<file path="config.mk">
export PLATFORM = sky130hd
export DESIGN_NAME = pool_layer_flat
export DESIGN_NICKNAME = d
export VERILOG_FILES = /design/src/rtl/pool_layer_if.sv /design/src/rtl/pool_layer.sv /design/src/flat_wrapper.sv
export SDC_FILE = /design/constraint.sdc
export NUM_CORES = 1
export LEC_CHECK = 0
export ABC_AREA = 1
export CORE_ASPECT_RATIO = 1.25
export CORE_MARGIN = 1
export CORE_UTILIZATION = 54
export DETAILED_ROUTE_END_ITERATION = 16
export PLACE_DENSITY = 0.82
export REMOVE_ABC_BUFFERS = 1
export SLEW_MARGIN = 20
export SYNTH_ARGS = -nofsm -noshare
export SYNTH_HDL_FRONTEND = slang
export SYNTH_SLANG_ARGS = --single-unit
</file>
<file path="constraint.sdc">
create_clock -name clk -period 6.9 [get_ports clk]
set_input_delay 0.69 -clock clk [delete_from_list [all_inputs] [get_ports clk]]
set_output_delay 0.69 -clock clk [all_outputs]
set_load 0.01 [all_outputs]
</file>
<file path="src/rtl/pool_layer_if.sv">
// Row stream in from the conv array and pooled row stream out to the next layer.
// Direction names follow the pool_layer's point of view; the slave modport is the pool layer.
interface pool_layer_if #(
    parameter int WIDTH      = 32,
    parameter int ARRAY_SIZE = 6
);
    logic                              i_valid;
    logic [ARRAY_SIZE*WIDTH-1:0]       i_pixel_bus;
    logic                              o_ready;
    logic                              o_valid;
    logic [(ARRAY_SIZE/2)*WIDTH-1:0]   o_pool_bus;
    logic                              o_frame_end;
    logic                              i_ready;

    modport master (
        output i_valid, i_pixel_bus, i_ready,
        input  o_ready, o_valid, o_pool_bus, o_frame_end
    );

    modport slave (
        input  i_valid, i_pixel_bus, i_ready,
        output o_ready, o_valid, o_pool_bus, o_frame_end
    );
endinterface

</file>
<file path="src/rtl/pool_layer.sv">
// pool_layer: 2x2 signed max pooling over pairs of streamed conv output rows.
// Optional macro POOL_RELU_EN clamps negative pooled words to zero before the output register.
module pool_layer #(
    parameter int WIDTH      = 32,
    parameter int ARRAY_SIZE = 6,
    parameter int ROWS       = 6
) (
    input  logic        clk,
    input  logic        rst_n,
    pool_layer_if.slave io_bus
);
    localparam int OUT_SIZE = ARRAY_SIZE / 2;
    localparam int CNT_W    = (ROWS > 1) ? $clog2(ROWS) : 1;
    localparam logic S_EVEN = 1'b0;
    localparam logic S_ODD  = 1'b1;
    localparam logic [CNT_W-1:0] LAST_ROW = CNT_W'(ROWS - 1);

    logic                      r_state;
    logic [CNT_W-1:0]          r_row_cnt;
    logic [OUT_SIZE*WIDTH-1:0] r_buf;
    logic [OUT_SIZE*WIDTH-1:0] r_pool;
    logic                      r_valid;
    logic                      r_frame_end;

    logic                      w_ready;
    logic                      w_accept;
    logic                      w_load;
    logic                      w_drain;
    logic [OUT_SIZE*WIDTH-1:0] w_hmax;
    logic [OUT_SIZE*WIDTH-1:0] w_pooled;

    function automatic logic [WIDTH-1:0] smax(input logic [WIDTH-1:0] a,
                                              input logic [WIDTH-1:0] b);
        return ($signed(a) >= $signed(b)) ? a : b;
    endfunction

    function automatic logic [WIDTH-1:0] clamp(input logic [WIDTH-1:0] a);
`ifdef POOL_RELU_EN
        return a[WIDTH-1] ? '0 : a;
`else
        return a;
`endif
    endfunction

    always_comb begin
        w_hmax = '0;
        for (int j = 0; j < OUT_SIZE; j++) begin
            w_hmax[j*WIDTH +: WIDTH] = smax(io_bus.i_pixel_bus[(2*j)*WIDTH +: WIDTH],
                                            io_bus.i_pixel_bus[(2*j+1)*WIDTH +: WIDTH]);
        end
    end

    always_comb begin
        w_pooled = '0;
        for (int j = 0; j < OUT_SIZE; j++) begin
            w_pooled[j*WIDTH +: WIDTH] = clamp(smax(r_buf[j*WIDTH +: WIDTH],
                                                    w_hmax[j*WIDTH +: WIDTH]));
        end
    end

    // Even rows only fill the buffer, so they never wait on the output register.
    assign w_ready  = !rst_n && ((r_state == S_EVEN) || !r_valid || io_bus.i_ready);
    assign w_accept = io_bus.i_valid & w_ready;
    assign w_load   = w_accept & (r_state == S_ODD);
    assign w_drain  = r_valid & io_bus.i_ready;

    always_ff @(posedge clk or posedge rst_n) begin
        if (rst_n) begin
            r_state     <= S_EVEN;
            r_row_cnt   <= '0;
            r_buf       <= '0;
            r_pool      <= '0;
            r_valid     <= 1'b0;
            r_frame_end <= 1'b0;
        end else begin
            if (w_accept) begin
                r_state   <= (r_state == S_EVEN) ? S_ODD : S_EVEN;
                r_row_cnt <= (r_row_cnt == LAST_ROW) ? '0 : r_row_cnt + 1'b1;
                if (r_state == S_EVEN) begin
                    r_buf <= w_hmax;
                end
            end
            if (w_load) begin
                r_pool      <= w_pooled;
                r_valid     <= 1'b1;
                r_frame_end <= (r_row_cnt == LAST_ROW);
            end else if (w_drain) begin
                r_valid     <= 1'b0;
                r_frame_end <= 1'b0;
            end
        end
    end

    assign io_bus.o_ready     = w_ready;
    assign io_bus.o_valid     = r_valid;
    assign io_bus.o_pool_bus  = r_pool;
    assign io_bus.o_frame_end = r_frame_end;
endmodule

</file>
<file path="src/flat_wrapper.sv">
// flat-port wrapper written by rule: the top's interface ports become plain ports
module pool_layer_flat 
#(
    parameter int WIDTH      = 32,
    parameter int ARRAY_SIZE = 6,
    parameter int ROWS       = 6
)
  (clk, rst_n, io_bus_i_valid, io_bus_i_pixel_bus, io_bus_i_ready, io_bus_o_ready, io_bus_o_valid, io_bus_o_pool_bus, io_bus_o_frame_end);
  pool_layer_if #(.WIDTH(WIDTH), .ARRAY_SIZE(ARRAY_SIZE)) io_bus_i ();
  input  logic clk;
  input  logic rst_n;
  input wire logic [$bits(io_bus_i.i_valid)-1:0] io_bus_i_valid;
  input wire logic [$bits(io_bus_i.i_pixel_bus)-1:0] io_bus_i_pixel_bus;
  input wire logic [$bits(io_bus_i.i_ready)-1:0] io_bus_i_ready;
  output wire logic [$bits(io_bus_i.o_ready)-1:0] io_bus_o_ready;
  output wire logic [$bits(io_bus_i.o_valid)-1:0] io_bus_o_valid;
  output wire logic [$bits(io_bus_i.o_pool_bus)-1:0] io_bus_o_pool_bus;
  output wire logic [$bits(io_bus_i.o_frame_end)-1:0] io_bus_o_frame_end;
  assign io_bus_i.i_valid = io_bus_i_valid;
  assign io_bus_i.i_pixel_bus = io_bus_i_pixel_bus;
  assign io_bus_i.i_ready = io_bus_i_ready;
  assign io_bus_o_ready = io_bus_i.o_ready;
  assign io_bus_o_valid = io_bus_i.o_valid;
  assign io_bus_o_pool_bus = io_bus_i.o_pool_bus;
  assign io_bus_o_frame_end = io_bus_i.o_frame_end;
  pool_layer #(.WIDTH(WIDTH), .ARRAY_SIZE(ARRAY_SIZE), .ROWS(ROWS)) u_core (.clk(clk), .rst_n(rst_n), .io_bus(io_bus_i));
endmodule
</file>
# == Yosys cells after proc, flatten, opt, wreduce, memory -nomap -nowiden ==
# Cells that the tools add are included.
# W data, S select, Z words.
# classes
div,0
bitwise,4
n_reduce_logical,7
shift,0
eq_ne,1
muxes,11
mul,0
n_addsub,1
order_cmp,6
# ops
op,count
$ge A32 B32 Y1,6
$mux W32,6
$mux W1,4
$add A3 B1 Y3 const B,1
$and A1 B1 Y1,3
$eq A3 B3 Y1 const B,1
$mux W3,1
$logic_not A1 Y1,2
$logic_or A1 B1 Y1,2
$reduce_and A2 Y1,1
$reduce_bool A2 Y1,1
$logic_and A1 B1 Y1,1
$not A1 Y1,1
# word_totals
rom_bits,0
register_bits,198
input_bits,196
output_inout_bits,99
ram_bits,0
word_cells,36
latchBits,0
n_memories,0

# == Logic depth before layout (Yosys ltp) ==
# depth
word_depth,7
depth_mapped,37
depth_no_buf,35

# == Worst setup path before layout ==
# No wires, ideal clock.
# synth_path
kind,input to register
startpoint,in io_bus_i_pixel_bus[191]
endpoint,reg u_core.r_pool[64] (netlist: u_core.io_bus.o_pool_bus[64])
required_time_ps,6783
stages,25
slack_ps,3052
t_arrival_ps,3731
setup_ps,117
path_cell_list,inv_1 > ha_1 > a21oi_1 > o21a_1 > nand2_1 > a21oi_1 > nand2_1 > nand2_1 > clkbuf_1 > nand4_1 > nand2_1 > inv_1 > ha_1 > nand2_1 > nor4_1 > nand2_1 > nand2_1 > nand2_1 > nand2_1 > nand2_1 > nand3_2 > clkbuf_1 > a21oi_1 > nand2_1 > nand2_1
# synth_between
elab_chain_len,4
# synth_rtl
item,line,text
from (decl),flat_wrapper.sv:13,input wire logic [$bits(io_bus_i.i_pixel_bus)-1:0] io_bus_i_pixel_bus;
$ge A32 B32 Y1,pool_layer.sv:34,return ($signed(a) >= $signed(b)) ? a : b;
$mux W32 (*),pool_layer.sv:34,
$ge A32 B32 Y1,pool_layer.sv:34,
$mux W32 (*),pool_layer.sv:34,
to (signal assigned),pool_layer.sv:84,r_pool <= w_pooled;
to (decl),pool_layer.sv:21,logic [OUT_SIZE*WIDTH-1:0] r_pool;
# Every way passes the cells marked *; elsewhere a longest branch is shown, timed or not.
# A chain may end at the register's enable or synchronous reset.

# == Worst setup path after layout ==
# layout_path
startpoint,in io_bus_i_pixel_bus[175]
endpoint,reg u_core.r_pool[84] (netlist: u_core.io_bus.o_pool_bus[84])
# Same word-level chain as after synthesis.

==> tab_implementation.tex <==
\begin{tabular}{lr}
\hline
Metric & Value \\
\hline
\multicolumn{2}{l}{\textbf{Layout}} \\
\quad Storage cell area & 0.00495 mm2 \\
\quad Final Core Density & 68.0\% \\
\quad Post-route non-filler standard cell count & 2933 \\
\quad Number of fillers in the final layout & 2441 \\
\quad Multi-input gate area & 0.00900 mm2 \\
\quad Fraction of final layout cells with drive strength greater than 1 & 2.61\% \\
\quad NumNets Final & 2945 \\
\quad Synthesis-to-finish area growth & 23.7\% \\
\multicolumn{2}{l}{\textbf{Yosys}} \\
\quad Share of synthesized area occupied by flip-flops and latches & 31.6\% \\
\quad Synth cell types & 29 \\
\quad Combined area of all synthesized cells & 0.0157 mm2 \\
\quad Largest area contributor in the netlist & sky130\_fd\_sc\_hd\_\_dfrtp\_1 \\
\quad Number of synthesized register bits & 198 \\
\quad Yosys Warn Count & 0 \\
\quad Share of async-settable or async-resettable flops after synthesis & 100\% \\
\quad Leading register cell type out of synthesis & sky130\_fd\_sc\_hd\_\_dfrtp\_1 \\
\quad Avg Cell Area, Syn & 6.74 um2 \\
\quad Post-synth EDFFs & 0 \\
\quad Share of the synthesized area in the top cell type & 31.6\% \\
\quad Number of instances in the synthesized netlist & 2327 \\
\quad Main area contributors after synthesis & sky130\_fd\_sc\_hd\_\_dfrtp\_1 (32\%), sky130\_fd\_sc\_hd\_\_nand2\_1 (20\%), sky130\_fd\_sc\_hd\_\_ha\_1 (15\%) \\
\multicolumn{2}{l}{\textbf{STA}} \\
\quad Final Skew & 0.0140 ns \\
\quad Final Hold Viols & 0 \\
\quad Unrepaired setup endpoints after global routing & false \\
\quad Top achievable clock speed & 0.181 GHz \\
\quad Slew @ Worst Pin & 1.08 ns \\
\quad Count of final setup violators & 0 \\
\quad Final period demand of the worst path & 5.53 ns \\
\quad WHS & 0.468 ns \\
\quad Setup total negative slack & 0 ns \\
\quad Final slew viol count & 0 \\
\quad Remaining max-slew budget at the tightest pin & 27.4\% \\
\quad Period utilisation layout & 80.1\% \\
\multicolumn{2}{l}{\textbf{Routing}} \\
\quad Average vias per placed instance & 5.55 \\
\quad First drt pass iteration count & 8 \\
\quad Detailed-route via count & 16300 \\
\quad Post-route DRC & 0 \\
\quad Final routed wire length divided by cell count & 15.7 um \\
\quad Count of nets left with antenna violations after detail routing & 0 \\
\quad Total length of routed wires & 46000 um \\
\quad First-iteration detailed-routing DRC count & 995 \\
\multicolumn{2}{l}{\textbf{Power}} \\
\quad Sw Ratio & 43.3\% \\
\quad Worst voltage drop across the vdd grid & 232 uV \\
\quad Share of total power in combinational logic & 52.4\% \\
\quad Total internal power & 3.58 mW \\
\quad Pleak & 10.6 nW \\
\quad Seq pwr share & 31.6\% \\
\quad Clock group share of total power & 16.0\% \\
\quad Pwr dens & 326 mW/mm2 \\
\quad Switching power summed over all nets & 2.73 mW \\
\multicolumn{2}{l}{\textbf{Clocking}} \\
\quad Number of levels the H-tree was split into & 4 \\
\quad Buffer type at the clock tree root & sky130\_fd\_sc\_hd\_\_clkbuf\_16 \\
\quad Post-CTS Hold Fix Bufs & 0 \\
\quad Clk Latency, worst-skew pair & 0.45 ns \\
\quad Post\_cts resized & 0 \\
\quad Clock-pin transition on the worst setup and hold timing paths & 0.07 ns \\
\quad Number of buffers added for setup after CTS & 0 \\
\quad Sink Count & 198 \\
\quad Clock tree from TritonCTS & done \\
\quad Maximum buffer depth of the clock tree & 2 \\
\quad Number of buffers added by the clock tree synthesis step & 17 \\
\multicolumn{2}{l}{\textbf{Min path}} \\
\quad Hold Path Class & reg2reg \\
\multicolumn{2}{l}{\textbf{Run}} \\
\quad Number of max-capacitance violations reported & 0 \\
\multicolumn{2}{l}{\textbf{Floorplanning}} \\
\quad Standard cell core area & 0.0285 mm2 \\
\quad Site Rows & 69 \\
\quad Die outline area & 0.0297 mm2 \\
\quad I/O pin count & 295 \\
\quad Starting density of the core & 55.0\% \\
\quad Overall die width & 154 um \\
\quad Die Span Y & 192 um \\
\multicolumn{2}{l}{\textbf{GRT}} \\
\quad Congestion Overflow GR & 0 \\
\quad Pin count of the biggest net entering global routing & 135 \\
\quad Total Routing Usage GR & 31.4\% \\
\quad Global-route wire length before repair & 75400 um \\
\quad Via count of the first global-routing pass & 16300 \\
\quad Number of antenna violations at the first check in global routing & 7 \\
\multicolumn{2}{l}{\textbf{Setup path}} \\
\quad Cell family with the largest share of critical-path delay & simple AND/OR/NAND/NOR gates \\
\quad Worst setup EP type & flop \\
\quad Worst path required time & 7.28 ns \\
\quad Slowest cell on crit path & sky130\_fd\_sc\_hd\_\_clkinv\_1 \\
\quad Maximum net fanout on the critical path & 32 \\
\quad Most used cell along the critical path & sky130\_fd\_sc\_hd\_\_nand2\_1 \\
\quad Worst Path Class, Setup & in2reg \\
\quad Critical Path AT & 5.90 ns \\
\quad Nature of the critical path startpoint & input port \\
\quad Critical Path Max Stage Delay & 0.84 ns \\
\quad Count of buffering cells on the critical path with inverters included & 6 \\
\multicolumn{2}{l}{\textbf{Placed design}} \\
\quad Placed insts & 2893 \\
\quad Post-detail-place hpwl & 32200 um \\
\quad Number of buffer cells added on primary ports & 294 \\
\quad Last weighted congestion value of the routability-driven placer & 0.944 \\
\multicolumn{2}{l}{\textbf{Run status}} \\
\quad Result of the run & finished, final reports clean \\
\hline
\end{tabular}
## cell usage after synthesis, types with 2 or more instances
cell	number
sky130_fd_sc_hd__a21o_1	4
sky130_fd_sc_hd__clkbuf_1	60
sky130_fd_sc_hd__nor4_2	3
sky130_fd_sc_hd__inv_1	338
sky130_fd_sc_hd__a21oi_1	186
sky130_fd_sc_hd__nand2_1	854
sky130_fd_sc_hd__o21ai_1	4
sky130_fd_sc_hd__o21a_1	11
sky130_fd_sc_hd__buf_1	3
sky130_fd_sc_hd__nor3_1	4
sky130_fd_sc_hd__nand3_1	172
sky130_fd_sc_hd__nor2_1	54
sky130_fd_sc_hd__nand4_1	108
sky130_fd_sc_hd__ha_1	192
sky130_fd_sc_hd__o21ai_0	79
sky130_fd_sc_hd__nand3_2	4
sky130_fd_sc_hd__a31oi_1	2
sky130_fd_sc_hd__buf_2	35
sky130_fd_sc_hd__buf_4	6
sky130_fd_sc_hd__nor4_1	2
sky130_fd_sc_hd__dfrtp_1	198
## power groups by stage
stage | clock network [mW] | registers (mW) | logic [mW]
6_report | 1.01 | 1.99 | 3.31
3_5_place_dp | 0 | 2.00 | 3.27
5_1_grt | 1.06 | 2.05 | 3.71
2_1_floorplan | 0 | 2.06 | 1.79
4_1_cts | 1.02 | 1.99 | 3.30
3_3_place_gp | 0 | 1.98 | 3.18
## kinds of logic after synthesis
family                     after synthesis  share of synthesized area (%)
AOI/OAI and AO/OA                      287                           9.44
xor gates and xnor gates                 1                         0.0559
adders and majority gates              192                           15.3
buffers and inverters                  443                           11.0
DFF                                    198                           31.6
and+or+nand+nor                       1206                           32.5
## per-stage QoR
step	instance area, um2	setup WS [ns]	power [mW]
final	19400	1.37	6.31
after global placement	18800	1.23	5.16
after floorplan	15200	0.813	3.85
after global routing	19400	0.844	6.82
after detailed placement	18800	1.09	5.26
after CTS	19400	1.53	6.30
## registers in the layout, summed over array words and instances (netlist names)
name,count
u_core.r_buf,96
u_core.r_row_cnt,3
u_core.io_bus.o_valid,1
u_core.io_bus.o_pool_bus,96
u_core.r_state,1
u_core.io_bus.o_frame_end,1
## placed cells by master (no fill, tap or decap), types with 3 or more instances in the layout
master,instances
sky130_fd_sc_hd__a21o_1,4
sky130_fd_sc_hd__a21oi_1,186
sky130_fd_sc_hd__buf_4,20
sky130_fd_sc_hd__clkbuf_16,17
sky130_fd_sc_hd__clkdlybuf4s50_1,294
sky130_fd_sc_hd__dfrtp_1,198
sky130_fd_sc_hd__diode_2,8
sky130_fd_sc_hd__ha_1,192
sky130_fd_sc_hd__inv_1,335
sky130_fd_sc_hd__inv_6,5
sky130_fd_sc_hd__inv_8,3
sky130_fd_sc_hd__nand2_1,852
sky130_fd_sc_hd__nand3_1,172
sky130_fd_sc_hd__nand3_2,4
sky130_fd_sc_hd__nand4_1,108
sky130_fd_sc_hd__nor2_1,54
sky130_fd_sc_hd__nor3_1,4
sky130_fd_sc_hd__nor4_2,3
sky130_fd_sc_hd__o21a_1,11
sky130_fd_sc_hd__o21ai_0,79
sky130_fd_sc_hd__o21ai_1,4
## final timing paths
check | startpoint | end | slack [ns] | cells after the start
worst max-delay path | io_bus_i_pixel_bus[175] | u_core.io_bus.o_pool_bus[84] | 1.37 | 30
worst min-delay path | u_core.r_row_cnt[1] | u_core.io_bus.o_frame_end | 0.47 | 1
worst max register to register | u_core.r_buf[95] | u_core.io_bus.o_pool_bus[84] | 3.78 | 13
worst min register to register | u_core.r_row_cnt[1] | u_core.io_bus.o_frame_end | 0.47 | 1
max in group asynchronous | rst_n | u_core.io_bus.o_pool_bus[15] | 4.51 | 3
min in group asynchronous | rst_n | u_core.io_bus.o_frame_end | 0.78 | 2
## layer usage
metal	part of all wire (%)	track usage (%)	wire length [um]	vias to the layer above
met5	0	0	0	-
li1	-	-	-	7969
met2	49	54.7	22500	687
met4	4.1	18.1	1900	0
met3	7.1	5.17	3270	133
met1	40	36.7	18400	7488
## area by class of cell
type | count | area share, %
Sequential cell | 198 | 25.6
Multi-Input combinational cell | 1686 | 46.5
Inverter | 339 | 6.60
Clock buffer | 18 | 2.21
Antenna cell | 8 | 0.103
Timing Repair Buffer | 315 | 16.1
Clock inverter | 14 | 0.716
Tap cell | 355 | 2.29
Power figures use the tool's default switching activity.
